===== config.mk =====
export PLATFORM = sky130hd
export DESIGN_NAME = benes_switch_column
export DESIGN_NICKNAME = d
export VERILOG_FILES = /design/src/rtl/benes_pkg.sv /design/src/rtl/benes_sw_cell.sv /design/src/rtl/benes_switch_column.sv
export SDC_FILE = /design/constraint.sdc
export NUM_CORES = 1
export LEC_CHECK = 0
export CAP_MARGIN = 10
export CORE_UTILIZATION = 48
export DETAILED_ROUTE_END_ITERATION = 6
export GPL_TIMING_DRIVEN = 0
export PLACE_DENSITY = 0.91
export SLEW_MARGIN = 20
export SYNTH_ARGS = -nofsm -noshare
export SYNTH_HDL_FRONTEND = slang
export SYNTH_SLANG_ARGS = --single-unit
export TNS_END_PERCENT = 100

===== constraint.sdc =====
create_clock -name clk -period 4.5 [get_ports clk]
set_input_delay 0.9 -clock clk [delete_from_list [all_inputs] [get_ports clk]]
set_output_delay 0.9 -clock clk [all_outputs]
set_load 0.01 [all_outputs]

===== src/rtl/benes_pkg.sv =====
// Shared definitions for the Benes switch column: 2x2 cell modes and field width.
package benes_pkg;

  localparam int MODE_W = 2;

  typedef enum logic [MODE_W-1:0] {
    BAR      = 2'b00,
    CROSS    = 2'b01,
    BCAST_UP = 2'b10,
    BCAST_LO = 2'b11
  } cell_mode_t;

endpackage


===== src/rtl/benes_sw_cell.sv =====
// One registered 2x2 switch cell: routes a port pair by mode, zeroes data on
// invalid outputs, and holds its outputs while stalled.
module benes_sw_cell
  import benes_pkg::*;
#(
  parameter int DATA_W = 4
) (
  input  logic              clk,
  input  logic              rst_n,
  input  logic [MODE_W-1:0] mode,
  input  logic              stall,
  input  logic [1:0]        in_valid,
  input  logic [DATA_W-1:0] in_data0,
  input  logic [DATA_W-1:0] in_data1,
  output logic [1:0]        out_valid,
  output logic [DATA_W-1:0] out_data0,
  output logic [DATA_W-1:0] out_data1
);

  cell_mode_t        cell_mode;
  logic              sel0;
  logic              sel1;
  logic [1:0]        nxt_valid;
  logic [DATA_W-1:0] nxt_data0;
  logic [DATA_W-1:0] nxt_data1;

  assign cell_mode = cell_mode_t'(mode);

  // sel0/sel1 name the input (0 = upper, 1 = lower) that feeds each output.
  always_comb begin
    sel0 = 1'b0;
    sel1 = 1'b1;
    case (cell_mode)
      BAR:      begin sel0 = 1'b0; sel1 = 1'b1; end
      CROSS:    begin sel0 = 1'b1; sel1 = 1'b0; end
      BCAST_UP: begin sel0 = 1'b0; sel1 = 1'b0; end
      BCAST_LO: begin sel0 = 1'b1; sel1 = 1'b1; end
      default:  begin sel0 = 1'b0; sel1 = 1'b1; end
    endcase
  end

  always_comb begin
    nxt_valid[0] = in_valid[sel0];
    nxt_valid[1] = in_valid[sel1];
    nxt_data0    = '0;
    nxt_data1    = '0;
    if (nxt_valid[0]) nxt_data0 = sel0 ? in_data1 : in_data0;
    if (nxt_valid[1]) nxt_data1 = sel1 ? in_data1 : in_data0;
  end

  always_ff @(posedge clk or negedge rst_n) begin
    if (!rst_n) begin
      out_valid <= '0;
      out_data0 <= '0;
      out_data1 <= '0;
    end else if (!stall) begin
      out_valid <= nxt_valid;
      out_data0 <= nxt_data0;
      out_data1 <= nxt_data1;
    end
  end

endmodule


===== src/rtl/benes_switch_column.sv =====
// One column of a Benes network: N_PORTS/2 registered 2x2 cells plus a shadowed
// configuration that is only applied on idle, unstalled cycles.
module benes_switch_column
  import benes_pkg::*;
#(
  parameter int DATA_W  = 4,
  parameter int N_PORTS = 8
) (
  input  logic                      clk,
  input  logic                      rst_n,
  input  logic [N_PORTS-1:0]        i_valid,
  input  logic [N_PORTS*DATA_W-1:0] i_data,
  input  logic                      i_stall,
  output logic [N_PORTS-1:0]        o_valid,
  output logic [N_PORTS*DATA_W-1:0] o_data,
  input  logic                      cfg_wr,
  input  logic [N_PORTS-1:0]        cfg_data,
  output logic                      cfg_pending,
  output logic [N_PORTS-1:0]        o_cfg,
  output logic [7:0]                cfg_apply_cnt
);

  localparam int N_CELLS = N_PORTS / 2;

  // Flow control: there is no ready; i_stall=1 freezes every output register
  // and the upstream keeps its valid/data steady until the stall drops.
  logic [N_PORTS-1:0] shadow;
  logic               apply;

  // Switching only when no port carries data keeps packets on one configuration.
  assign apply = cfg_pending && (i_valid == '0) && !i_stall;

  always_ff @(posedge clk or negedge rst_n) begin
    if (!rst_n) begin
      shadow        <= '0;
      cfg_pending   <= 1'b0;
      o_cfg         <= '0;
      cfg_apply_cnt <= '0;
    end else begin
      if (cfg_wr) shadow <= cfg_data;
      if (cfg_wr) cfg_pending <= 1'b1;
      else if (apply) cfg_pending <= 1'b0;
      if (apply) begin
        o_cfg         <= shadow;
        cfg_apply_cnt <= cfg_apply_cnt + 8'd1;
      end
    end
  end

  for (genvar k = 0; k < N_CELLS; k++) begin : g_cell
    benes_sw_cell #(
      .DATA_W(DATA_W)
    ) u_cell (
      .clk      (clk),
      .rst_n    (rst_n),
      .mode     (o_cfg[k*MODE_W +: MODE_W]),
      .stall    (i_stall),
      .in_valid (i_valid[2*k +: 2]),
      .in_data0 (i_data[(2*k)*DATA_W +: DATA_W]),
      .in_data1 (i_data[(2*k+1)*DATA_W +: DATA_W]),
      .out_valid(o_valid[2*k +: 2]),
      .out_data0(o_data[(2*k)*DATA_W +: DATA_W]),
      .out_data1(o_data[(2*k+1)*DATA_W +: DATA_W])
    );
  end

endmodule


Word-level counts from Yosys, hierarchy flattened
Index checks and enable logic that the tools add are counted.
Storage, ports and cells
  bits in registers: 65
  output and inout bits: 57
  logic and storage cells: 104
Cells by class
  add/sub/neg operators: 1
  order comparisons: 8
  equality and inequality tests: 12
  muxes and demuxes: 42
  reductions and logical operators: 25
Operator list (number)
  4-bit two-way mux: 16
  2-bit OR reduction: 16
  1-bit two-way mux: 18
  2-bit == test (second input constant): 8
  1-bit by 2-bit < comparator with 1-bit output (second input constant): 8
  1-bit one-hot mux with 2 select lines: 8
  8-bit by 1-bit adder with 8-bit output (second input constant): 1
  2-bit by 1-bit == test with 1-bit output (second input constant): 4
  2-bit logical NOT: 4
  8-bit logical NOT: 1
  1-bit logical AND: 2
  2-bit nonzero test: 1
  1-bit logical NOT: 1

Longest topological paths before layout
Gate-level depths: netlist of the first run.
  depth after elaboration: 6
  gate-level depth with buffers: 6

Modules after synthesis
Synthesis of the first run repeated with hierarchy kept, for this count alone.
Unflattened totals
  cell total of the unflattened synthesis: 281
  area, all modules: 3320.7 um2
Modules (own cells, without submodules)
  benes_sw_cell: instances 4, cells each 53, area an instance 565.5 um2, seq. area each 250.2 um2
  benes_switch_column: instances 1, cells each 69, area an instance 1058.5 um2, seq. area each 625.6 um2

Worst setup path after synthesis of the first run
No wires, ideal clock.
  path type: input to register
  start: input port i_valid[6]
  end: register cfg_apply_cnt[3]
  setup time: 127 ps
  arrival time: 1804 ps
  data required time: 4373 ps
  path slack: 2569 ps
  stages on the path: 5
  path buffers: 1
  cell sequence: nor4_4 -> and4_1 -> buf_4 -> nand4_1 -> xnor2_1
On the way
  longest elaborated chain between the ends: 3
RTL lines
  start, declared: line benes_switch_column.sv:11  | input logic [N_PORTS-1:0] i_valid,
  8-bit logical NOT: line benes_switch_column.sv:31  | assign apply = cfg_pending && (i_valid == '0) && !i_stall;
  1-bit logical AND (2 in a row): line benes_switch_column.sv:31
  end signal, assigned: line benes_switch_column.sv:45  | cfg_apply_cnt <= cfg_apply_cnt + 8'd1;
  end, declared: line benes_switch_column.sv:20  | output logic [7:0] cfg_apply_cnt
No other way between the ends.
A chain may end at the register's enable or synchronous reset.

Worst setup path after layout of the first run
  start: input port i_valid[6]
  end: register cfg_apply_cnt[5]
Same word-level chain as after synthesis.

==> metrics.cfg, run 1 <==
[status]
status = complete, no violations

[critical_path]
cp_data_required_time_ns = 4.75
crit_type = in2reg
cp_top_family = simple AND/OR/NAND/NOR gates
worst-path-buf-inv = 1
path_max_fanout = 9
cp_slowest_cell = clkdlybuf4s50_1
end_kind = register
cp-start-kind = input port
critPathArrivalTime_ns = 2.56
path_cells = clkdlybuf4s50_1 > nor4_4 > nand4_4 > nor3_1 > xor2_1
slowest_delay_ns = 0.48

[clock_network]
clk_latency_ns = 0.33
cts.sinks = 65
hold_buffers = 0
cts-root-buf = clkbuf_8
ctsLongestPathBuffers = 2
cts_buffers = 9
ctsResizeCount = 0
cts-htree-levels = 3
path_clk_slew_ns = 0.07
tritoncts = done
cts_setup_buffers = 0

[floorplan]
die_height_um = 80.9
dieArea_um2 = 6540
pin_count = 109
core_um2 = 5960
rows = 28
die_w_um = 80.9
floorplan.initialDensity_pct = 50.1

[sta]
tightest_slew_ns = 0.536
rsz0062_at_grt = false
slew_violations = 0
max_freq_mhz = 434
period_needed_ns = 2.30
holdWs_ns = 0.439
finClkSkew_ns = 0.00871
finalCritPeriodShare_pct = 51.2
setup_viol = 0
slew_headroom_pct = 64.1
finalHoldViolCount = 0
fin_setup_tns_ns = 0

[yosys]
syn_area_um2 = 2990
synth_cell_type_count = 22
synth_nets = 342
syn-instance-count = 281
synth-seq-cells = 65
syn_avg_cell_area_um2 = 10.6
yosysSeqAreaShare_pct = 54.5
yosysWarnings = 0

[cells_and_area]
fin_util_pct = 73.4
area_delta_synth_final_pct = 46.4
final_common_cell = clkdlybuf4s50_1
layout_common_cells = 106 x clkdlybuf4s50_1, 74 x nand2_1, 65 x dfrtp_1, 40 x o21ai_0, 36 x mux2i_1
antenna_cells = 0
nFillCells = 439
final_nets = 461
drive_gt1_share_pct = 8.91

[pwr]
p_leak_nw = 2.03
power_frac_comb_pct = 19.3
p_sw_mw = 0.353
p_clk_share_pct = 34.4
power_frac_seq_pct = 46.3
p_sw_share_pct = 25.0
p_int_mw = 1.06
ir_worst_vdd_mv = 0.223
power_density_nw_per_um2 = 324

[global_route]
grtUsageTotal_pct = 25.2
globalRouteOverflowTotal = 0
grt_pass1_vias = 2552
grt_pass1_wl_mm = 12.3
grt_max_degree = 50
grt_antenna_before_repair = 0

[drt]
via_per_inst = 5.21
ant_nets = 0
drt-pass1-iter-count = 4
wl_per_cell_um = 15.7
drt_iter0_drc = 145
postRouteWirelength_mm = 7.52
vias = 2495
drc = 0

[worst_hold_path]
min_path_type = in2async

[place]
io_buffers = 107
hpwl_mm = 5.49
globalplace.congestion = 0.764

[run]
cap_violations = 0

-- layer usage --
metal / vias up / routed length, um / track usage (%)
li1: 1194 / - / -
met1: 1189 / 3270 / 33.6
met2: 102 / 3670 / 40.3
met3: 10 / 481 / 6.07
met4: 0 / 99 / 8.21
met5: - / 0 / 0
-- area by class of cell --
cell class / instances / area, um^2 / share of cell area [%]
multi-input combinational: 200 / 1290 / 29.4
tap: 75 / 93.8 / 2.15
clock buffer: 12 / 155 / 3.55
buffer: 12 / 57.6 / 1.32
sequential: 65 / 1630 / 37.2
clock inverter: 3 / 40.0 / 0.916
inverter: 4 / 15.0 / 0.344
timing repair buffer: 108 / 1100 / 25.1
-- synth_stat cells --
master | count | area (um^2)
buf_4 | 2 | 15.0
buf_2 | 4 | 20.0
and4_1 | 2 | 17.5
nor3_1 | 2 | 10.0
nor2b_1 | 1 | 6.26
clkbuf_1 | 6 | 22.5
inv_1 | 4 | 15.0
nand4_4 | 1 | 21.3
nor2_1 | 6 | 22.5
ha_1 | 9 | 113
a21o_1 | 5 | 37.5
o21ai_0 | 40 | 200
mux2_2 | 8 | 90.1
nand3_1 | 2 | 10.0
xor2_1 | 2 | 17.5
or2_2 | 4 | 25.0
nand2_1 | 74 | 278
nand4_1 | 2 | 12.5
xnor2_1 | 5 | 43.8
dfrtp_1 | 65 | 1630
nor4_4 | 1 | 21.3
mux2i_1 | 36 | 360
-- sequential cells by signal, indices dropped and copies added (netlist names) --
| register | count |
|---|---|
| cfg_apply_cnt | 8 |
| g_cell.u_cell.out_data0 | 16 |
| g_cell.u_cell.out_data1 | 16 |
| shadow | 8 |
| o_cfg | 8 |
| cfg_pending | 1 |
| g_cell.u_cell.out_valid | 8 |
-- cell families (layout without fill, tap and decap cells) --
group | Yosys count | after routing | share of synthesized area, %
simple gates | 95 | 95 | 14.2
flops | 65 | 65 | 54.5
compound gates | 45 | 45 | 7.96
mux | 44 | 44 | 15.1
buf+inv | 16 | 139 | 2.43
fa+ha+maj | 9 | 9 | 3.77
xor+xnor | 7 | 7 | 2.05
-- worst register-to-register path, cell delays in order, from the launching register on --
cell and delay (ns):
dfrtp_1 0.43, ha_1 0.23, nor2_1 0.44, nand2_1 0.11, a21o_1 0.22, o21ai_0 0.20
-- through the flow --
step                      total power, mW  instance area (um^2)  setup slack [ns]  cells
after floorplan                     0.773                  2990              2.57    281
after global placement              0.926                  4150             0.487    463
after detailed placement            0.939                  4180              1.93    464
after CTS                            1.43                  4370              2.21    479
after global routing                 1.48                  4370              2.11    479
final                                1.42                  4370              2.20    479
-- path summary, 6_finish.rpt --
| path | from | end | slack (ns) | cells after the start |
|---|---|---|---|---|
| setup / recovery | i_valid[6] | cfg_apply_cnt[5] | 2.20 | 5 |
| hold / removal | rst_n | g_cell[3].u_cell.out_valid[1] | 0.44 | 1 |
| setup reg to reg | o_cfg[4] | g_cell[2].u_cell.out_data0[1] | 2.78 | 5 |
| hold reg to reg | shadow[6] | o_cfg[6] | 0.47 | 2 |
| max in group asynchronous | rst_n | shadow[7] | 3.54 | 2 |
| min in group clk | shadow[6] | o_cfg[6] | 0.47 | 2 |
-- power by group through the flow --
stage	clock network, mW	registers (mW)	logic (mW)
2_1_floorplan	0	0.679	0.0940
3_3_place_gp	0	0.663	0.264
3_5_place_dp	0	0.665	0.274
4_1_cts	0.497	0.655	0.277
5_1_grt	0.525	0.659	0.300
6_report	0.487	0.655	0.274
(Power assumes the default switching activity.)
==> inputs of run 2 (changes only) <==
--- a/config.mk
+++ b/config.mk
@@ -6,10 +6,10 @@
 export NUM_CORES = 1
 export LEC_CHECK = 0
 export CAP_MARGIN = 10
-export CORE_UTILIZATION = 48
+export CORE_UTILIZATION = 45
 export DETAILED_ROUTE_END_ITERATION = 6
 export GPL_TIMING_DRIVEN = 0
-export PLACE_DENSITY = 0.91
+export PLACE_DENSITY = 0.87
 export SLEW_MARGIN = 20
 export SYNTH_ARGS = -nofsm -noshare
 export SYNTH_HDL_FRONTEND = slang
==> constraint.sdc (replaced) <==
create_clock -name clk -period 2.3 [get_ports clk]
set_input_delay 0.46 -clock clk [delete_from_list [all_inputs] [get_ports clk]]
set_output_delay 0.46 -clock clk [all_outputs]
set_load 0.01 [all_outputs]
==> run 2 against run 1 <==
Effect of this change: combinational power is 95% higher; total power is 90% higher; design area shrank 0.46%; non-clock buffer count is the same; critical path depth unchanged; largest power group unchanged.
==> metrics.cfg, run 2 (synthesized netlist as in run 1, its figures left out) <==
[sta]
finClkSkew_ns = 0.0102
fin_setup_tns_ns = 0
slew_headroom_pct = 64.0
finalCritPeriodShare_pct = 79.1
period_needed_ns = 1.82
tightest_slew_ns = 0.538
rsz0062_at_grt = false
slew_violations = 0
layout_setup_ws_ns = 0.480
finalHoldViolCount = 0
setup_viol = 0
max_freq_mhz = 549

[drt]
vias = 2485
drt_iter0_drc = 143
dr_wl_met2_mm = 3.57
ant_nets = 0
via_per_inst = 5.17
highest_layer = met4
drc = 0
drt-pass1-iter-count = 4
postRouteWirelength_mm = 7.46
wl_per_cell_um = 15.5
wl_met1_mm = 3.34
wl_met3_um = 425

[critical_path]
cp_data_required_time_ns = 2.53
cp-start-kind = input port
path_max_fanout = 10
critPathArrivalTime_ns = 2.05
end_kind = register
crit_type = in2reg

[place]
globalplace.congestion = 0.781
hpwl_mm = 5.58
preCtsSetupSlack_ns = 0.111
io_buffers = 107

[floorplan]
floorplan.initialDensity_pct = 46.7
core_um2 = 6390
die_w_um = 83.5
die_height_um = 83.5
rows = 29
pin_count = 109
dieArea_um2 = 6960

[clock_network]
ctsResizeCount = 0
clk_latency_ns = 0.33
ctsLongestPathBuffers = 2
cts-root-buf = clkbuf_8
cts.sinks = 65
tritoncts = done
hold_buffers = 0
cts_buffers = 9
path_clk_slew_ns = 0.07
cts_setup_buffers = 0
cts-htree-levels = 3

[global_route]
globalRouteOverflowTotal = 0
grtUsageTotal_pct = 22.7
grt_pass1_vias = 2559
grt_antenna_before_repair = 0
grt_max_degree = 34
grt_pass1_wl_mm = 12.5

[cells_and_area]
drive_gt1_share_pct = 9.16
final_nets = 461
fin_util_pct = 68.1
area_delta_synth_final_pct = 45.7
layout_common_cells = 106 x clkdlybuf4s50_1, 74 x nand2_1, 65 x dfrtp_1, 40 x o21ai_0, 36 x mux2i_1
reg_top3 = g_cell.u_cell.out_data0 (16), g_cell.u_cell.out_data1 (16)
antenna_cells = 0
final_common_cell = clkdlybuf4s50_1

[pwr]
p_sw_share_pct = 26.0
power_frac_seq_pct = 47.5
p_leak_nw = 2.02
power_mw = 2.70
ir_worst_vdd_mv = 0.413
p_int_mw = 1.99
p_clk_share_pct = 32.7
p_sw_mw = 0.701
power_frac_comb_pct = 19.8
power_density_nw_per_um2 = 620

[run]
cap_violations = 0

[status]
status = complete, no violations

[worst_hold_path]
min_path_type = in2async

-- run 2: cell types whose count changed in the layout (fill, tap and decap cells not counted) --
cell,change
buf_12,+1
buf_16,-1
bufinv_16,-1
clkbuf_1,-1
clkbuf_8,+1
clkinv_2,+1
-- run 2: per-layer routing --
metal	GRT usage, %	vias up
li1	-	1192
met1	30.4	1202
met3	5.14	10
met2	35.9	81
met5	0	-
met4	9.40	0
-- run 2: stage by stage --
stage,hold WS (ns),area [um^2],cells
after floorplan,0.164,2990,281
after global placement,0.450,4150,465
after detailed placement,0.438,4170,466
after CTS,0.0763,4350,481
after global routing,0.0977,4350,481
final,0.0741,4350,481
-- run 2: critical path, cell delays in order --
cell             delay (ns)
clkdlybuf4s50_1        0.53
clkbuf_1               0.36
clkbuf_1               0.45
nand2_1                0.13
o21ai_0                0.13
-- run 2: area by class of cell --
class | count | area (um^2)
flip-flops and latches | 65 | 1630
repair buffers | 108 | 1090
fillers | 506 | 2040
well taps | 77 | 96.3
clock buffers | 12 | 165
clock inverters | 3 | 15.0
inverters | 4 | 15.0
multi-input cells | 200 | 1290
plain buffers | 12 | 57.6
-- run 2: path summary, 6_finish.rpt --
kind	start	end	slack (ns)	cells past startpoint
min	rst_n	g_cell[3].u_cell.out_data0[0]	0.07	1
max reg2reg	o_cfg[6]	g_cell[3].u_cell.out_data0[1]	0.57	5
max	i_stall	g_cell[3].u_cell.out_data1[2]	0.48	5
max in group asynchronous	rst_n	g_cell[0].u_cell.out_valid[1]	1.70	2
min in group clk	cfg_apply_cnt[7]	cfg_apply_cnt[7]	0.47	1
min reg2reg	cfg_apply_cnt[7]	cfg_apply_cnt[7]	0.47	1
-- run 2: power by group through the flow --
stage               registers (mW)  clock network [mW]  logic (mW)
floorplan                     1.33                   0       0.184
global placement              1.30                   0       0.518
detailed placement            1.30                   0       0.535
CTS                           1.28               0.899       0.540
global route                  1.29               0.946       0.580
finish                        1.28               0.881       0.534
==> inputs of run 3 (changes only) <==
--- a/config.mk
+++ b/config.mk
@@ -6,10 +6,10 @@
 export NUM_CORES = 1
 export LEC_CHECK = 0
 export CAP_MARGIN = 10
-export CORE_UTILIZATION = 45
+export CORE_UTILIZATION = 40
 export DETAILED_ROUTE_END_ITERATION = 6
 export GPL_TIMING_DRIVEN = 0
-export PLACE_DENSITY = 0.87
+export PLACE_DENSITY = 0.82
 export SLEW_MARGIN = 20
 export SYNTH_ARGS = -nofsm -noshare
 export SYNTH_HDL_FRONTEND = slang
==> constraint.sdc (replaced) <==
create_clock -name clk -period 1.66 [get_ports clk]
set_input_delay 0.332 -clock clk [delete_from_list [all_inputs] [get_ports clk]]
set_output_delay 0.332 -clock clk [all_outputs]
set_load 0.01 [all_outputs]
==> run 3 against run 2 <==
Effect of this change: setup slack got worse by 0.43 ns; global-route usage shrank 2.4 points; sequential cell count stayed put; critical path depth down 4; clock power increased by 46%; sequential share of layout area is 1.2 points lower; via count shrank 0.89%; core utilization is 5.8 points lower; sequential power is 38% higher; design area is 3.3% higher; combinational power rose by 43%; highest routed layer unchanged.
==> metrics.cfg, run 3 (synthesized netlist as in run 1, its figures left out) <==
[global_route]
grt_pass1_wl_mm = 11.8
grtUsageTotal_pct = 20.3
globalRouteOverflowTotal = 0
grt_antenna_before_repair = 0
grt_pass1_vias = 2421
grt_max_degree = 50

[critical_path]
end_kind = output pin
worst-path-buf-inv = 1
slowest_delay_ns = 0.55
cp_slowest_cell = clkdlybuf4s50_1
cp-start-kind = register
cp_top_family = buffers and inverters
critPathArrivalTime_ns = 1.28
path_max_fanout = 4
path_cells = clkdlybuf4s50_1
cp_data_required_time_ns = 1.33
crit_type = reg2out

[cells_and_area]
reg_top3 = g_cell.u_cell.out_data0 (16), g_cell.u_cell.out_data1 (16)
final_common_cell = clkdlybuf4s50_1
drive_gt1_share_pct = 12.0
layout_common_cells = 94 x clkdlybuf4s50_1, 74 x nand2_1, 65 x dfrtp_1, 36 x mux2i_1, 29 x o21ai_0
area_delta_synth_final_pct = 50.5
final_nets = 464
finalNonFillerCells = 507
design_area_um2 = 4490
antenna_cells = 0

[place]
preCtsSetupSlack_ns = -0.383
io_buffers = 107
hpwl_mm = 5.47
place_inst = 488
place_area_um2 = 4210
globalplace.congestion = 0.751

[drt]
vias = 2463
drt-pass1-iter-count = 4
via_per_inst = 4.86
ant_nets = 0
drt_iter0_drc = 119
wl_per_cell_um = 14.7
drc = 0
postRouteWirelength_mm = 7.46

[sta]
slew_violations = 0
finalHoldViolCount = 0
holdWs_ns = 0.412
period_needed_ns = 1.61
finClkSkew_ns = 0.00663
finalCritPeriodShare_pct = 96.8
tightest_slew_ns = 0.497
layout_setup_ws_ns = 0.0527
slew_headroom_pct = 66.9
setup_viol = 0
max_freq_mhz = 622

[floorplan]
die_height_um = 88.4
pin_count = 109
die_w_um = 88.4
rows = 31
core_um2 = 7210
floorplan.initialDensity_pct = 41.4
dieArea_um2 = 7810

[pwr]
p_leak_nw = 2.19
power_density_nw_per_um2 = 851
ir_worst_vdd_mv = 0.443

[clock_network]
path_clk_slew_ns = 0.07
cts-root-buf = clkbuf_8
tritoncts = done
clk_latency_ns = 0.33
cts_buffers = 9
cts-htree-levels = 3
ctsLongestPathBuffers = 2
cts.sinks = 65

[run]
cap_violations = 0

[worst_hold_path]
min_path_type = in2async

[status]
status = complete, no violations

-- run 3: changes by cell type in the layout (fill, tap and decap cells not counted), sizes merged --
| cell | before | now |
|---|---|---|
| dlygate4sd2 | 0 | 5 |
| clkbuf | 18 | 20 |
| dlygate4sd3 | 0 | 1 |
| clkdlybuf4s50 | 106 | 94 |
| bufinv | 0 | 1 |
| buf | 8 | 9 |
| dlymetal6s2s | 0 | 7 |
| clkinv | 3 | 2 |
-- run 3: layout make-up --
type	count	area, um^2
Sequential cell	65	1630
Inverter	4	15.0
Tap cell	99	124
Clock buffer	13	149
Buffer	11	65.1
Timing Repair Buffer	112	1140
Fill cell	628	2720
Multi-Input combinational cell	200	1330
Clock inverter	3	40.0
-- run 3: power breakdown --
group / total (mW) / internal, mW / leakage [nW] / switching (mW)
Sequential: 1.77 / 1.70 / 0.820 / 0.0715
Combinational: 0.761 / 0.427 / 1.27 / 0.334
Clock: 1.29 / 0.732 / 0.0974 / 0.560
-- run 3: final timing paths --
kind,slack (ns),cells past startpoint,end,start
min in group clk,0.47,2,o_cfg[6],shadow[6]
worst min register to register,0.47,2,o_cfg[6],shadow[6]
worst min-delay path,0.41,2,g_cell[1].u_cell.out_data1[0],rst_n
worst max register to register,0.11,5,g_cell[1].u_cell.out_data1[0],o_cfg[3]
worst max-delay path,0.05,1,cfg_apply_cnt[3],cfg_apply_cnt[3]
max in group asynchronous,0.74,3,shadow[0],rst_n
-- run 3: repair_timing --
action,CTS,global route
setup buffers,1,2
setup endpoints to repair,31,56
resized for setup,10,38
cloned,0,0
pin swaps,1,1
hold buffers,1,0
endpoints found under the hold margin,16,0
-- run 3: through the flow --
step | power, mW | setup TNS [ns] | util [%]
6_report | 3.83 | 0 | 62.3
5_1_grt | 4.03 | -0.0600 | 62.3
4_1_cts | 3.85 | 0 | 61.2
3_5_place_dp | 2.55 | -17.60 | 58.3
3_3_place_gp | 2.52 | -137.14 | 57.9
2_1_floorplan | 2.10 | 0 | -
-- run 3: routing by layer --
layer / GRT usage (%) / routed length, um / vias to the layer above
met2: 32.4 / 3610 / 73
met4: 6.89 / 102 / 0
met5: 0 / 0 / -
met3: 5.60 / 416 / 9
li1: - / - / 1201
met1: 26.8 / 3340 / 1180
